`config.mk`:
```
export PLATFORM = sky130hd
export DESIGN_NAME = bit_serial_alu_ctrl
export DESIGN_NICKNAME = d
export VERILOG_FILES = /design/src/rtl/alu_pkg.sv /design/src/rtl/bitSlice.sv /design/src/rtl/bit_serial_alu_ctrl.sv
export SDC_FILE = /design/constraint.sdc
export NUM_CORES = 1
export LEC_CHECK = 0
export ABC_CLOCK_PERIOD_IN_PS = 1900
export CAP_MARGIN = 20
export CORE_ASPECT_RATIO = 1.2
export CORE_MARGIN = 8
export CORE_UTILIZATION = 40
export CTS_CLUSTER_DIAMETER = 80
export CTS_CLUSTER_SIZE = 14
export DETAILED_ROUTE_END_ITERATION = 10
export SLEW_MARGIN = 10
export SYNTH_ARGS = -nofsm -noshare
export SYNTH_HDL_FRONTEND = slang
export SYNTH_SLANG_ARGS = --single-unit
```
`constraint.sdc`:
```
create_clock -name clk -period 1.9 [get_ports clk]
set_input_delay 0.285 -clock clk [delete_from_list [all_inputs] [get_ports clk]]
set_output_delay 0.285 -clock clk [all_outputs]
set_load 0.005 [all_outputs]
```
`src/rtl/alu_pkg.sv`:
```
// Shared opcode and FSM state constants for the bit-serial ALU.
// Opcode values match the bitSlice ALUop encoding.
package alu_pkg;

   localparam logic [2:0] OP_AND = 3'b000;
   localparam logic [2:0] OP_OR  = 3'b001;
   localparam logic [2:0] OP_ADD = 3'b010;
   localparam logic [2:0] OP_SUB = 3'b110;

   localparam logic [1:0] ST_IDLE = 2'd0;
   localparam logic [1:0] ST_RUN  = 2'd1;
   localparam logic [1:0] ST_DONE = 2'd2;

endpackage

```
`src/rtl/bitSlice.sv`:
```
// 1-bit ALU slice, purely combinational, zero latency, no flow control.
// SUB inverts r3 internally; the caller supplies c_in = 1 on the LSB.
module bitSlice
   import alu_pkg::*;
(
   input  logic       r2,
   input  logic       r3,
   input  logic       c_in,
   input  logic [2:0] ALUop,
   output logic       r1,
   output logic       c_out
);

   logic w_b;

   always_comb begin
      w_b   = (ALUop == OP_SUB) ? ~r3 : r3;
      r1    = 1'b0;
      c_out = 1'b0;
      case (ALUop)
         OP_AND: r1 = r2 & r3;
         OP_OR:  r1 = r2 | r3;
         OP_ADD, OP_SUB: begin
            r1    = r2 ^ w_b ^ c_in;
            c_out = (r2 & w_b) | (c_in & (r2 ^ w_b));
         end
         default: ;
      endcase
   end

endmodule

```
`src/rtl/bit_serial_alu_ctrl.sv`:
```
// Runs one bitSlice LSB-first over WIDTH bits; done WIDTH+1 cycles after accept.
// No backpressure: start is only sampled in IDLE, requests while busy are dropped.
module bit_serial_alu_ctrl
   import alu_pkg::*;
#(
   parameter int WIDTH = 32
)
(
   input  logic             clk,
   input  logic             rst,
   input  logic             start,
   input  logic [2:0]       op,
   input  logic [WIDTH-1:0] a,
   input  logic [WIDTH-1:0] b,
   output logic             busy,
   output logic             done,
   output logic [WIDTH-1:0] result,
   output logic             c_out,
   output logic             zero
);

   localparam int IDXW = $clog2(WIDTH);
   localparam logic [IDXW-1:0] LAST_IDX = IDXW'(WIDTH - 1);

   logic [1:0]       r_state;
   logic [IDXW-1:0]  r_idx;
   logic [WIDTH-1:0] r_a_sh;
   logic [WIDTH-1:0] r_b_sh;
   logic [WIDTH-2:0] r_res_sh;
   logic [2:0]       r_op;
   logic             r_carry;
   logic [WIDTH-1:0] r_result;
   logic             r_c_out;
   logic             r_zero;

   logic             w_r1;
   logic             w_c_out;
   logic [WIDTH-1:0] w_res_nxt;

   bitSlice u_slice (
      .r2    (r_a_sh[0]),
      .r3    (r_b_sh[0]),
      .c_in  (r_carry),
      .ALUop (r_op),
      .r1    (w_r1),
      .c_out (w_c_out)
   );

   // On the final step this is the complete result, bit WIDTH-1 just arriving.
   assign w_res_nxt = {w_r1, r_res_sh};

   always_ff @(posedge clk) begin
      if (rst) begin
         r_state  <= ST_IDLE;
         r_idx    <= '0;
         r_a_sh   <= '0;
         r_b_sh   <= '0;
         r_res_sh <= '0;
         r_op     <= OP_AND;
         r_carry  <= 1'b0;
         r_result <= '0;
         r_c_out  <= 1'b0;
         r_zero   <= 1'b1;
      end else begin
         case (r_state)
            ST_IDLE: begin
               if (start) begin
                  r_a_sh  <= a;
                  r_b_sh  <= b;
                  r_op    <= op;
                  r_idx   <= '0;
                  r_carry <= (op == OP_SUB);
                  r_state <= ST_RUN;
               end
            end
            ST_RUN: begin
               r_a_sh   <= r_a_sh >> 1;
               r_b_sh   <= r_b_sh >> 1;
               r_res_sh <= w_res_nxt[WIDTH-1:1];
               r_carry  <= w_c_out;
               if (r_idx == LAST_IDX) begin
                  r_state  <= ST_DONE;
                  r_result <= w_res_nxt;
                  r_c_out  <= w_c_out;
                  r_zero   <= (w_res_nxt == '0);
               end else begin
                  r_idx <= r_idx + 1'b1;
               end
            end
            ST_DONE: r_state <= ST_IDLE;
            default: r_state <= ST_IDLE;
         endcase
      end
   end

   assign busy   = (r_state != ST_IDLE);
   assign done   = (r_state == ST_DONE);
   assign result = r_result;
   assign c_out  = r_c_out;
   assign zero   = r_zero;

endmodule

```
# --- After elaboration in Yosys (flattened, before gate mapping) ---
# Index checks and enable logic that the tools add are counted.
totals:
  reg_bits: 140
  input_bits: 70
  out_inout_bits: 36
op_classes:
  add_sub_neg: 1
  n_eq_ne: 10
  mux: 15
  bitwise_logic: 8
  reduce_logical: 11
ops:
  columns: ["cell", "count"]
  rows:
  - ["$pmux 32 s2", 2]
  - ["$mux 32", 2]
  - ["$logic_not 32->1", 1]
  - ["$mux 5", 2]
  - ["$pmux 5 s2", 1]
  - ["$reduce_and 2->1", 4]
  - ["$eq 3x3->1 const B", 2]
  - ["$ne 2x2->1 const B", 3]
  - ["$add 5x1->5 const B", 1]
  - ["$eq 5x5->1 const B", 1]
  - ["$mux 2", 2]
  - ["$pmux 2 s2", 1]
  - ["$reduce_bool 2->1", 2]
  - ["$and 1x1->1", 3]
  - ["$eq 3x1->1 const B", 1]
  - ["$eq 3x2->1 const B", 1]
  - ["$logic_not 3->1", 1]
  - ["$mux 1", 3]
  - ["$pmux 1 s3", 1]
  - ["$reduce_and 3->1", 1]
  - ["$eq 2x1->1 const B", 1]
  - ["$eq 2x2->1 const B", 1]
  - ["$logic_not 2->1", 1]
  - ["$or 1x1->1", 2]
  - ["other kinds (4)", 5]

# --- Depth between registers and ports, before layout ---
logic_depth:
  word_depth: 7
  mapped_depth: 8
  mapped_depth_nobuf: 7

# --- By module ---
# From an unflattened synthesis, not the netlist that was laid out.
hier_totals:
  cells_unflattened: 713
  area_unflattened_um2: 5649.2
by_module_without_submodules:
  columns: ["module", "n_inst", "cells_each", "area_each_um2", "seq_area_each_um2"]
  rows:
  - ["bit_serial_alu_ctrl", 1, 703, 5571.6, 2802.7]
  - ["bitSlice", 1, 10, 77.6, 0.0]

# --- Worst setup path after synthesis ---
# OpenSTA, ideal clock, no wires.
synth_path:
  kind: "reg-to-reg"
  start: "register r_idx[0]"
  end: "register r_idx[3]"
  setup_time_ps: 78
  arrival_time_ps: 1602
  t_required_ps: 1822
  slack_ps: 220
  stages_incl_launch_ff: 8
  period_less_slack_ps: 1680
  path_cell_list: "dfxtp_1 ha_1 and3_1 ha_1 nor3b_2 nand4_1 xor2_1 nor3_1"
synth_via:
  elab_chain_len: 3
  word_cells_on_any_way: 6
  cone_classes: "add/sub: 1; eq/ne: 2; mux: 2; reduce/logical: 1"
synth_lines:
  columns: ["item", "line_no", "text"]
  rows:
  - ["start, declared", "bit_serial_alu_ctrl.sv:26", "logic [IDXW-1:0] r_idx;"]
  - ["start signal, assigned", "bit_serial_alu_ctrl.sv:87", "r_idx <= r_idx + 1'b1;"]
  - ["$add 5x1->5 or $eq 5x5->1 (tied branches)", "bit_serial_alu_ctrl.sv:87, bit_serial_alu_ctrl.sv:81", null]
  - ["$mux 5 or $ne 2x2->1 (tied branches)", null, null]
  - ["$pmux 5 s2 or $reduce_and 3->1 (tied branches)", null, null]
# Parallel ways exist; a longest one is shown, timed or not. The select of a mux whose other input is x is not followed.
# A chain may end at the register's enable or synchronous reset.

# --- Final worst setup path ---
layout_path:
  start: "register r_idx[0]"
  end: "register r_result[3], in the netlist result[3]"
layout_via:
  elab_chain_len: 2
layout_lines:
  columns: ["item", "line_no", "text"]
  rows:
  - ["$eq 5x5->1", "bit_serial_alu_ctrl.sv:81", "if (r_idx == LAST_IDX) begin"]
  - ["$reduce_and 2->1 (no source line)", null, null]
  - ["end signal, assigned", "bit_serial_alu_ctrl.sv:83", "r_result <= w_res_nxt;"]
  - ["end, declared", "bit_serial_alu_ctrl.sv:32", "logic [WIDTH-1:0] r_result;"]
# No other way between the ends.

==> impl_metrics.tcl <==
set metrics [dict create \
    slowest_stage "dfxtp_1" \
    slew_violations 0 \
    maxCapViolCount 0 \
    syn_area_um2 5570 \
    required_ns 2.23 \
    cts_made_buffers 17 \
    ctsRootBufferMaster "clkbuf_16" \
    rr_startpoint "r_idx[0]$_SDFFE_PP0P_" \
    synth_area_leaders "dfxtp_1 (50%), nand2_1 (17%), a311oi_1 (9.8%)" \
    dr.first_iter.drc_count 359 \
    synth_top_cell_by_area "dfxtp_1" \
    drive_gt1_share_pct 7.70 \
    clk_pin_slew_worst_paths_ns 0.06 \
    syn2layout_area_growth_pct 33.6 \
    cpPeakStageDelay_ns 0.37 \
    fmax_ghz 0.559 \
    cts_setup_buffers 0 \
    first_pass_iters 4 \
    cts_num_sinks 140 \
    fin_crit_ns 1.79 \
    yosysUniqueCellTypes 34 \
    synthesis.nets 781 \
    min_path_cells 2 \
    peakVddDrop_mv 0.604 \
    crit_arrival_ns 2.12 \
    io-pin-count 106 \
    synth_top_area_share_pct 50.3 \
    cp-startpoint "r_idx[0]$_SDFFE_PP0P_" \
    crit_buf_inv 1 \
    endpoint_kind "flop" \
    globalplace.congestion 0.755 \
    port_buffers 105 \
    ys_warn_count 0 \
    dpl-instance-area_um2 6800 \
    grt_overflow 0 \
    leakage_uw 0.00268 \
    power_frac_seq_pct 42.9 \
    die_x_um 124 \
    fin_total_pwr_uw 7380 \
    worstMarginPinSlew_ns 0.583 \
    htreeDepth 4 \
    grt_antenna_before_repair 1 \
    ctsHoldBuffers 0 \
    crit_end "result[3]$_SDFFE_PP0P_" \
    grt_pass1_vias 4953 \
    fp.coreArea_um2 13700 \
    wire_per_inst_um 13.6 \
    crit_chain "ha_1 -> and3_1 -> ha_1 -> and2_1 -> buf_12 -> nand2_1 -> a21oi_1" \
    hp-class "input port to flop" \
    drcViolationCount 0 \
    setup_viol 0 \
    rrSetupSlack_ns 0.11 \
    p_clk_share_pct 47.7 \
    hold_viol 0 \
    clkLatencyLatePin_ns 0.41 \
    grt_usage_pct 15.2 \
    worst_path_most_repeated_cell "ha_1" \
    crit_cells 7 \
    cts_tree "yes" \
    dp.cells 944 \
    cts_buffer_depth 2 \
    ys_seq_elements 140 \
    vias_per_cell 5.11 \
    critical_path.top_delay_family "simple AND/OR/NAND/NOR gates" \
    intPower_uw 5630 \
    totalWireLength_um 13300 \
    seqCellArea_um2 2810 \
    fin_crit_sh_pct 94.2 \
    cp_max_fo 24 \
    fin_area_um2 7440 \
    synth_cells 708 \
    seq_area_frac_synth_pct 50.3 \
    status "finished clean" \
    switchingPower_uw 1750 \
    via_count 4992 \
    grt_start_max_net_pins 53 \
    r2r-end "result[3]$_SDFFE_PP0P_" \
    hpwl_um 9230 \
    fin_hold_ws_ns 0.378 \
    ant_nets 0 \
    fp-row-count 47 \
    max_slew_margin_pct 61.1 \
    synth_area_per_cell_um2 7.87 \
    worstRegToRegCells 7 \
    sw_frac_of_total_pct 23.7 \
    diodes 0 \
    comb_power_share_pct 9.4 \
    power.density_nw_per_um2 991 \
    start_util_pct 40.6 \
    stdcell_count 976 \
    fillers 1315 \
    cp-start-kind "flop" \
    rsz0062_at_grt "yes" \
    fp.dieArea_um2 18000 \
    multi_input_area_um2 2480 \
    nNetsFinal 865 \
    die_y_um 145 \
    setup.worst_path.class "flop to flop" \
    finalClockSkew_ns 0.00785 \
    grt_first_pass_wirelength_um 22500 \
]
## layer usage
metal  vias to the layer above  GRT usage [%]  part of all wire (%)
li1                       2563              -                     -
met1                      2289           17.2                    43
met2                       124           25.9                    50
met3                        14           4.58                   5.6
met4                         2           5.31                   1.3
met5                         -              0                 0.098
## registers in the layout (all words and copies together), names as in the netlist, 2 cells and up
| signal | cells |
|---|---|
| r_state | 2 |
| r_b_sh | 32 |
| r_a_sh | 32 |
| r_idx | 5 |
| r_op | 3 |
| result | 32 |
| r_res_sh | 31 |
## power by group through the flow
stage / sequential (uW) / clock, uW / combinational [uW]
2_1_floorplan: 3200 / 0 / 436
3_3_place_gp: 3220 / 0 / 689
3_5_place_dp: 3230 / 0 / 701
4_1_cts: 3160 / 3590 / 703
5_1_grt: 3190 / 3730 / 776
6_report: 3170 / 3520 / 695
## cell families (layout without fill, tap and decap cells)
kind of cell / after synthesis / after routing / share of synthesized area [%]
and+or+nand+nor: 361 / 361 / 25.6
DFF: 140 / 140 / 50.3
AOI/OAI and AO/OA: 137 / 137 / 16.9
buffers and inverters: 62 / 159 / 5.50
adders and majority gates: 4 / 4 / 0.988
xor gates and xnor gates: 4 / 4 / 0.629
## worst min-delay path by stage
stage                                       start                         to  slack [ns]
final                                         rst    result[25]$_SDFFE_PP0P_        0.38
after CTS                                     rst  r_res_sh[20]$_SDFFE_PP0P_        0.37
after detailed placement  result[14]$_SDFFE_PP0P_    result[14]$_SDFFE_PP0P_        0.45
after floorplan                             op[2]       r_op[2]$_SDFFE_PP0P_        0.42
after global placement    result[14]$_SDFFE_PP0P_    result[14]$_SDFFE_PP0P_        0.44
after global routing                          rst    result[18]$_SDFFE_PP0P_        0.39
## worst reg2reg max path: stages, from the launching register on
cell and delay (ns):
dfxtp_1 0.37, ha_1 0.18, and3_1 0.17, ha_1 0.23, and2_1 0.34, buf_12 0.21, nand2_1 0.09, a21oi_1 0.13
## cell usage after synthesis
master,instances
nand4_1,3
and3_1,1
a22oi_1,2
buf_4,7
nand2_2,1
dfxtp_1,140
xnor2_1,1
maj3_1,1
a211oi_1,2
fa_1,1
a311oi_1,62
nor3b_2,1
a21oi_1,68
and2_1,1
buf_2,20
buf_6,3
nand3b_1,1
ha_1,2
nor2_1,76
nand4b_1,1
xor2_1,3
nor4_1,7
a21o_1,1
nand2_1,257
clkbuf_1,26
buf_1,3
nor3b_1,1
inv_1,3
nor2b_1,2
nor3_1,5
nand3_1,2
nand2b_1,2
a211oi_2,1
a31o_2,1
## through the flow
stage	setup slack, ns	utilization, %	TNS (ns)
global placement	0.0882	49.6	0
detailed placement	0.0792	49.6	0
CTS	0.0341	54.3	0
finish	0.111	54.3	0
floorplan	0.220	-	0
global route	-0.0156	54.3	-0.0156
## placed cells by master, fill, tap and decap left out, types with 3 or more instances in the layout
master,netlist,layout
a21oi_1,68,68
a311oi_1,62,62
buf_12,0,8
buf_4,7,12
bufinv_16,0,4
clkbuf_16,0,17
clkdlybuf4s50_1,0,104
clkinv_4,0,5
dfxtp_1,140,138
inv_1,3,3
inv_6,0,4
nand2_1,257,256
nand4_1,3,3
nor2_1,76,76
nor3_1,5,5
nor4_1,7,7
xor2_1,3,3
## area by class of cell
type | count | area share, %
Clock buffer | 17 | 5.72
Clock inverter | 15 | 2.84
Inverter | 3 | 0.151
Multi-Input combinational cell | 506 | 33.4
Sequential cell | 140 | 37.7
Tap cell | 171 | 2.87
Timing Repair Buffer | 124 | 17.4
## repair_timing
item,in CTS,in global routing
setup endpoints to repair,0,3
endpoints found under the hold margin,0,0
resized for setup,0,3
No activity file was read; power rests on OpenSTA's default activity.
